[config.mk]
export PLATFORM = sky130hd
export DESIGN_NAME = vanilla_int_scoreboard
export DESIGN_NICKNAME = d
export VERILOG_FILES = /design/src/rtl/vanilla_int_scoreboard.sv
export SDC_FILE = /design/constraint.sdc
export NUM_CORES = 1
export LEC_CHECK = 0
export CORE_MARGIN = 2
export CORE_UTILIZATION = 45
export DETAILED_ROUTE_END_ITERATION = 12
export PLACE_DENSITY_LB_ADDON = 0.12
export SLEW_MARGIN = 25
export SYNTH_ARGS = -nofsm -noshare
export SYNTH_HDL_FRONTEND = slang
export SYNTH_SLANG_ARGS = --single-unit
[constraint.sdc]
create_clock -name clk_i -period 5.6 [get_ports clk_i]
set_clock_uncertainty 0.2 [all_clocks]
set_input_delay 1.12 -clock clk_i [delete_from_list [all_inputs] [get_ports clk_i]]
set_output_delay 1.12 -clock clk_i [all_outputs]
set_load 0.005 [all_outputs]
[src/rtl/vanilla_int_scoreboard.sv]
// vanilla_int_scoreboard
//   Integer-register scoreboard for the ID stage. Tracks which x-registers have a
//   long-latency write in flight (loads, mul/div, AMO) and stalls the instruction in
//   ID on RAW/WAW hazards or when the outstanding-op budget is used up. Entries are
//   cleared by the writeback ports.
//
// Ports
//   clk_i, reset_n_i       clock, asynchronous active-low reset
//   id_v_i                 valid instruction in ID
//   id_rs1_i/rs2_i/rd_i    decoded register indices
//   op_reads_rf1_i/2_i     decoder source-operand usage
//   op_writes_rf_i         decoder destination usage (0 when rd == x0)
//   is_long_op_i           load | mul/div | amo
//   issue_i                ID instruction advances to EXE this cycle
//   clear_v_i/clear_id_i   per-port writeback clear (port p at [p*idx_w +: idx_w])
//   stall_o                hazard or credit stall
//   pending_o              scoreboard bits (bit 0 always 0)
//   outstanding_o          number of long ops in flight
//   clear_err_o            sticky protocol-error flag
module vanilla_int_scoreboard #(
    parameter int reg_els_p   = 32,
    parameter int num_clear_p = 2,
    parameter int max_out_p   = 16,
    localparam int idx_w      = $clog2(reg_els_p),
    localparam int cnt_w      = $clog2(max_out_p + 1)
) (
    input  logic                         clk_i,
    input  logic                         reset_n_i,
    input  logic                         id_v_i,
    input  logic [idx_w-1:0]             id_rs1_i,
    input  logic [idx_w-1:0]             id_rs2_i,
    input  logic [idx_w-1:0]             id_rd_i,
    input  logic                         op_reads_rf1_i,
    input  logic                         op_reads_rf2_i,
    input  logic                         op_writes_rf_i,
    input  logic                         is_long_op_i,
    input  logic                         issue_i,
    input  logic [num_clear_p-1:0]       clear_v_i,
    input  logic [idx_w*num_clear_p-1:0] clear_id_i,
    output logic                         stall_o,
    output logic [reg_els_p-1:0]         pending_o,
    output logic [cnt_w-1:0]             outstanding_o,
    output logic                         clear_err_o
);

    logic [reg_els_p-1:0] pending;
    logic [reg_els_p-1:0] pend_eff;
    logic [reg_els_p-1:0] set_mask;
    logic [reg_els_p-1:0] clr_mask;
    logic [cnt_w-1:0]     outstanding;
    logic [cnt_w-1:0]     n_clr;
    logic [idx_w-1:0]     cid;
    logic                 clear_err;
    logic                 raw, waw, cred;
    logic                 set_v;
    logic                 bad_clr;

    // Hazards look only at registered state; a clear landing this cycle does not
    // release the stall until the following cycle.
    always_comb begin
        pend_eff    = pending;
        pend_eff[0] = 1'b0;
        raw   = (op_reads_rf1_i & pend_eff[id_rs1_i]) | (op_reads_rf2_i & pend_eff[id_rs2_i]);
        waw   = op_writes_rf_i & pend_eff[id_rd_i];
        cred  = op_writes_rf_i & is_long_op_i & (outstanding == cnt_w'(max_out_p));
        stall_o = id_v_i & (raw | waw | cred);
        set_v = id_v_i & issue_i & ~stall_o & op_writes_rf_i & is_long_op_i
              & (id_rd_i != '0);
        set_mask = '0;
        if (set_v) set_mask[id_rd_i] = 1'b1;
    end

    // A clear is effective only for a pending, non-zero index not already cleared
    // by a lower-numbered port this cycle; everything else is a protocol error and
    // leaves both the bits and the counter alone, which keeps the counter equal to
    // popcount(pending).
    always_comb begin
        clr_mask = '0;
        n_clr    = '0;
        bad_clr  = 1'b0;
        cid      = '0;
        for (int p = 0; p < num_clear_p; p++) begin
            cid = clear_id_i[p*idx_w +: idx_w];
            if (clear_v_i[p]) begin
                if ((cid == '0) || !pending[cid] || clr_mask[cid]) begin
                    bad_clr = 1'b1;
                end else begin
                    clr_mask[cid] = 1'b1;
                    n_clr = n_clr + cnt_w'(1);
                end
            end
        end
    end

    always_ff @(posedge clk_i or negedge reset_n_i) begin
        if (!reset_n_i) begin
            pending     <= '0;
            outstanding <= '0;
            clear_err   <= 1'b0;
        end else begin
            // set applied after clear so a new op on a just-retired index keeps its bit
            pending     <= (pending & ~clr_mask) | set_mask;
            outstanding <= outstanding + {{(cnt_w-1){1'b0}}, set_v} - n_clr;
            clear_err   <= clear_err | bad_clr | (issue_i & stall_o);
        end
    end

    assign pending_o     = pending;
    assign outstanding_o = outstanding;
    assign clear_err_o   = clear_err;

endmodule

* Word-level counts from Yosys, hierarchy flattened
Memory sizes are Yosys's and may differ from the RTL's. Index checks and enable logic that the tools add are counted.
Storage, ports and cells: output and inout port bits 39, bits in registers 38, memories kept 1, input bits 35, word-level logic and storage cells 82, memory bits (read-only) 32
Memory list:
- (no name shown) | words 32, bits a word 1, rd ports 1, clocked after Yosys merged registers in 0, wr ports 0, RTL line 85 | if ((cid == '0) || !pending[cid] || clr_mask[cid]) begin
Cells by class: add/subtract/negate cells 3, bitwise gates (word level) 22, order comparisons 8, muxes and demuxes 32, eq/ne operators 1, reduce and logical (&&, ||, !) cells 12
Operators by type and width (number):
- $mux 32 | 5
- $or 32x32->32 | 2
- $and 32x32->32 | 1
- $not 32->32 | 1
- $bmux 1 s5 | 6
- $lt 5x6->1 const B | 5
- $demux 1 s5 | 3
- $ge 5x1->1 const B | 3
- $mux 1 | 15
- $mux 5 | 3
- $and 1x1->1 | 12
- $logic_not 5->1 | 2
- $add 5x1->5 | 1
- $add 5x1->5 const B | 1
- $eq 5x5->1 const B | 1
- $or 1x1->1 | 5
- $reduce_bool 5->1 | 1
- $sub 5x5->5 | 1
- $logic_or 1x1->1 | 4
- $logic_and 1x1->1 | 3
- $logic_not 1->1 | 2
- $not 1->1 | 1

* Longest topological paths before layout
Gate-level depths: netlist of run 1.
depth after elaboration 15, mapped depth 21

* Least setup slack after synthesis of run 1
OpenSTA, ideal clock, no wires.
path type input to register, from in clear_id_i[1], to reg outstanding[4] (netlist: outstanding_o[4]), setup time 0.123 ns, arrival time 4.636 ns, cell stages on the path 21, buffers on the path 4, slack 0.641 ns, path through buf_2 buf_2 buf_2 mux2i_1 o22ai_1 o41a_1 a2bb2oi_2 a21o_1 buf_2 and2_1 ha_1 nor2_1 a21oi_1 ha_1 inv_1 ha_1 fa_1 a21oi_1 nor2_1 nor2_1 xnor2_1
Between the ends: longest elaborated chain between the ends 13
Ends and longest elaborated chain:
- start: declaration | RTL line 39 | input logic [idx_w*num_clear_p-1:0] clear_id_i,
- branches (longest 11 deep; another with $lt 5x6->1)
- $mux 5 * | RTL line 84 | if (clear_v_i[p]) begin
- $sub 5x5->5 * | RTL line 103 | outstanding <= outstanding + {{(cnt_w-1){1'b0}}, set_v} - n_clr;
- end signal: assignment | RTL line 103
- end: declaration | RTL line 50 | logic [cnt_w-1:0] outstanding;
Mark *: on every way between the ends. The select of a mux whose other input is x is not followed.

* Worst setup path in the final report of run 1
from in id_rs2_i[0], to out stall_o
Between the ends: longest elaborated chain between the ends 7
Ends and longest elaborated chain:
- start: declaration | RTL line 31 | input logic [idx_w-1:0] id_rs2_i,
- $bmux 1 s5 | RTL line 63 | raw = (op_reads_rf1_i & pend_eff[id_rs1_i]) | (op_reads_rf2_i & pend_eff[id_rs2_i]);
- $mux 1 (not written as such) | RTL line 63
- $and 1x1->1 | RTL line 63
- $or 1x1->1 | RTL line 63
- $or 1x1->1 (2 in a row) | RTL line 66 | stall_o = id_v_i & (raw | waw | cred);
- $and 1x1->1 | RTL line 66
- end: declaration | RTL line 40 | output logic stall_o,
Every way passes these cells. The select of a mux whose other input is x is not followed.

==> results of run 1 <==
==> through the flow <==
step / hold slack (ps) / total power, mW / instance area, µm²
after floorplan: 270 / 0.567 / 3860
after global placement: 233 / 0.728 / 4670
after detailed placement: 237 / 0.735 / 4670
after CTS: 251 / 0.970 / 4780
after global routing: 267 / 1.02 / 4780
final: 251 / 0.975 / 4780
==> layer usage <==
metal / vias to the layer above / track usage / wire length [µm]
met5: - / 0 / 0
met3: 57 / 0.0694 / 1470
met1: 1902 / 0.407 / 5860
met4: 0 / 0.120 / 628
li1: 1721 / - / -
met2: 270 / 0.485 / 6560
==> layout make-up <==
type                            count  area [µm²]
Clock buffer                        5        68.8
Clock inverter                      3        40.0
Fill cell                         727        3480
Inverter                           10        37.5
Multi-Input combinational cell    322        2710
Sequential cell                    38         951
Tap cell                          105         131
Timing Repair Buffer               87         843
==> power groups by stage <==
stage	clock network (mW)	logic (mW)	registers, mW
5_1_grt	0.252	0.402	0.366
4_1_cts	0.238	0.370	0.362
2_1_floorplan	0	0.220	0.347
3_3_place_gp	0	0.362	0.365
6_report	0.241	0.370	0.364
3_5_place_dp	0	0.368	0.367
==> registers in the layout, indices dropped and copies added, names as in the netlist <==
| signal | count |
|---|---|
| outstanding_o | 5 |
| pending_o | 32 |
| clear_err_o | 1 |
==> cell families (layout without fill, tap and decap cells) <==
group	count (synthesis)	after routing	synth area share
compound gates	127	127	0.235
fa+ha+maj	9	9	0.0311
mux	61	61	0.236
xor+xnor	7	7	0.0159
simple gates	118	118	0.183
buf+inv	47	105	0.0534
flops	38	38	0.246
==> cells in the final DEF, fill, tap and decap left out, types with 6 or more instances in the layout <==
cell type	instances
mux2i_1	34
o31ai_1	21
nand2_1	12
nor2b_1	10
clkdlybuf4s50_1	72
nor2_1	24
buf_4	13
nor3_1	10
inv_1	10
nand3b_1	8
o21a_1	13
a31oi_1	6
dfrtp_1	38
mux4_2	17
nand3_1	9
a21oi_1	7
ha_1	8
or3b_2	7
o21ai_0	18
o22ai_1	20
or3_1	7
a21o_1	6
==> worst reg2reg max path, delay by kind of cell (launching register included) <==
family,cells,cell delay [ps]
AOI/OAI and AO/OA,4,520
xor gates and xnor gates,1,120
adders and majority gates,4,1160
buffers and inverters,1,30
DFF,1,550
muxes,1,540
and+or+nand+nor,6,760
==> path summary, 6_finish.rpt <==
path / slack [ps] / cells past startpoint / end / from
min: 250 / 0 / pending_o[0] / pending_o[0]
max: 280 / 9 / stall_o / id_rs2_i[0]
max in group asynchronous: 3900 / 1 / pending_o[6] / reset_n_i
min in group asynchronous: 730 / 1 / pending_o[21] / reset_n_i
min reg2reg: 250 / 0 / pending_o[0] / pending_o[0]
max reg2reg: 1650 / 17 / outstanding_o[4] / pending_o[27]
==> results.sh, run 1 <==
export IMPL_grt_overflow_total=0
export IMPL_antenna_found_initial=0
export IMPL_htreeDepth=2
export IMPL_cap_violations=0
export IMPL_ys_types=61
export IMPL_tightest_slew_ps=879
export IMPL_wirelength_mm=14.5
export IMPL_ios=74
export IMPL_max_stage_delay_ps=760
export IMPL_syn_area_per_cell_um2=9.50
export IMPL_vdd_drop_max_v=0.000173
export IMPL_drive_above_1_share=0.144
export IMPL_clockPowerShare=0.248
export IMPL_antenna_cells=0
export IMPL_dr_pass1_iters=5
export IMPL_ys_async_sr_fraction=1.00
export IMPL_die_width_um=96.7
export IMPL_ys_top_cells_by_area="dfrtp_1 25%, mux4_2 9.9%, mux2i_1 8.8%"
export IMPL_grt_first_pass_wirelength_mm=22.5
export IMPL_intPower_mw=0.638
export IMPL_synth_area_um2=3860
export IMPL_post_route_period_util=0.950
export IMPL_grt_setup_unrepaired="no"
export IMPL_fmax_mhz=188
export IMPL_hp_class="reg -> reg"
export IMPL_period_minus_slack_ps=5320
export IMPL_path_delay_family="buffers and inverters"
export IMPL_cp_common_cell="clkdlybuf4s50_1"
export IMPL_synth_top_cell_area_share=0.246
export IMPL_place_hpwl_mm=10.5
export IMPL_status="complete, no violations"
export IMPL_post_cts_buffers=0
export IMPL_fin_tns_setup_ps=0
export IMPL_hold_buffers=0
export IMPL_utilization=0.579
export IMPL_core_um2=8260
export IMPL_synth_top_cell_by_area="dfrtp_1"
export IMPL_nNetsFinal=508
export IMPL_power_frac_comb=0.379
export IMPL_grt_max_degree=39
export IMPL_setup_viol=0
export IMPL_wl_per_cell_um=25.5
export IMPL_drt_initial_drc_count=404
export IMPL_synth_edf_count=0
export IMPL_ant_nets=0
export IMPL_report_final_slew_viol_count=0
export IMPL_synth_commonest_cells="38 x dfrtp_1, 34 x mux2i_1, 24 x nor2_1"
export IMPL_die_area_um2=9350
export IMPL_grt_total_usage=0.306
export IMPL_clock_path_buffers=2
export IMPL_criticalPathCategory="in -> out"
export IMPL_num_rows=33
export IMPL_synthFlopType="dfrtp_1"
export IMPL_path_buf_inv=2
export IMPL_cp_end_kind="output pin"
export IMPL_synth_most_common_cell="dfrtp_1"
export IMPL_grt_pass1_vias=3925
export IMPL_start_kind="input port"
export IMPL_post_cts_resized=0
export IMPL_hold_violations=0
export IMPL_finalWorstSetupSlack_ps=281
export IMPL_tritoncts="yes"
export IMPL_switching_power_mw=0.337
export IMPL_cp_slowest_cell="clkdlybuf4s50_1"
export IMPL_initial_core_util=0.468
export IMPL_power_density_nw_per_um2=204
export IMPL_p_leak_nw=1.87
export IMPL_area_growth_pct=23.7
export IMPL_synth_seq_cells=38
export IMPL_numCtsBuffers=5
export IMPL_ys_warn_count=0
export IMPL_insertion_delay_ps=300
export IMPL_via_count=3950
export IMPL_port_buffers=73
export IMPL_path_clk_slew_ps=80
export IMPL_sw_frac_of_total=0.345
export IMPL_syn_inst=407
export IMPL_seq_power_share=0.373
export IMPL_cp_required_ps=4280
export IMPL_via_per_inst=6.93
export IMPL_relSlewSlack=0.414
export IMPL_cts_root_buf="clkbuf_8"
export IMPL_die_y_um=96.7
export IMPL_crit_chain="clkdlybuf4s50_1 > mux4_1 > mux4_2 > nand2b_4 > nand4b_2 > nand2_1 > a21oi_1 > nor2b_1 > clkdlybuf4s50_1"
export IMPL_cts_sinks=38
export IMPL_instances_no_fill=570
export IMPL_synth_seq_area_share=0.246
export IMPL_routabilityCongestion=0.973
export IMPL_dp_cells=562
export IMPL_synthesis_nets=451
export IMPL_arrival_ps=4000
export IMPL_place_ws_ps=290
export IMPL_drcViolationCount=0
export IMPL_critPathMaxFanout=9
Power figures use the tool's default switching activity.
==> run 2: changes to the inputs <==
- CTS_CLUSTER_DIAMETER: not set -> 30
==> results of run 2 <==
No change in the layout: final DEF, timing and power equal those of run 1.
==> run 3: changes to the inputs <==
- TNS_END_PERCENT: not set -> 100
==> results of run 3 <==
No change in the layout: final DEF, timing and power equal those of run 1.
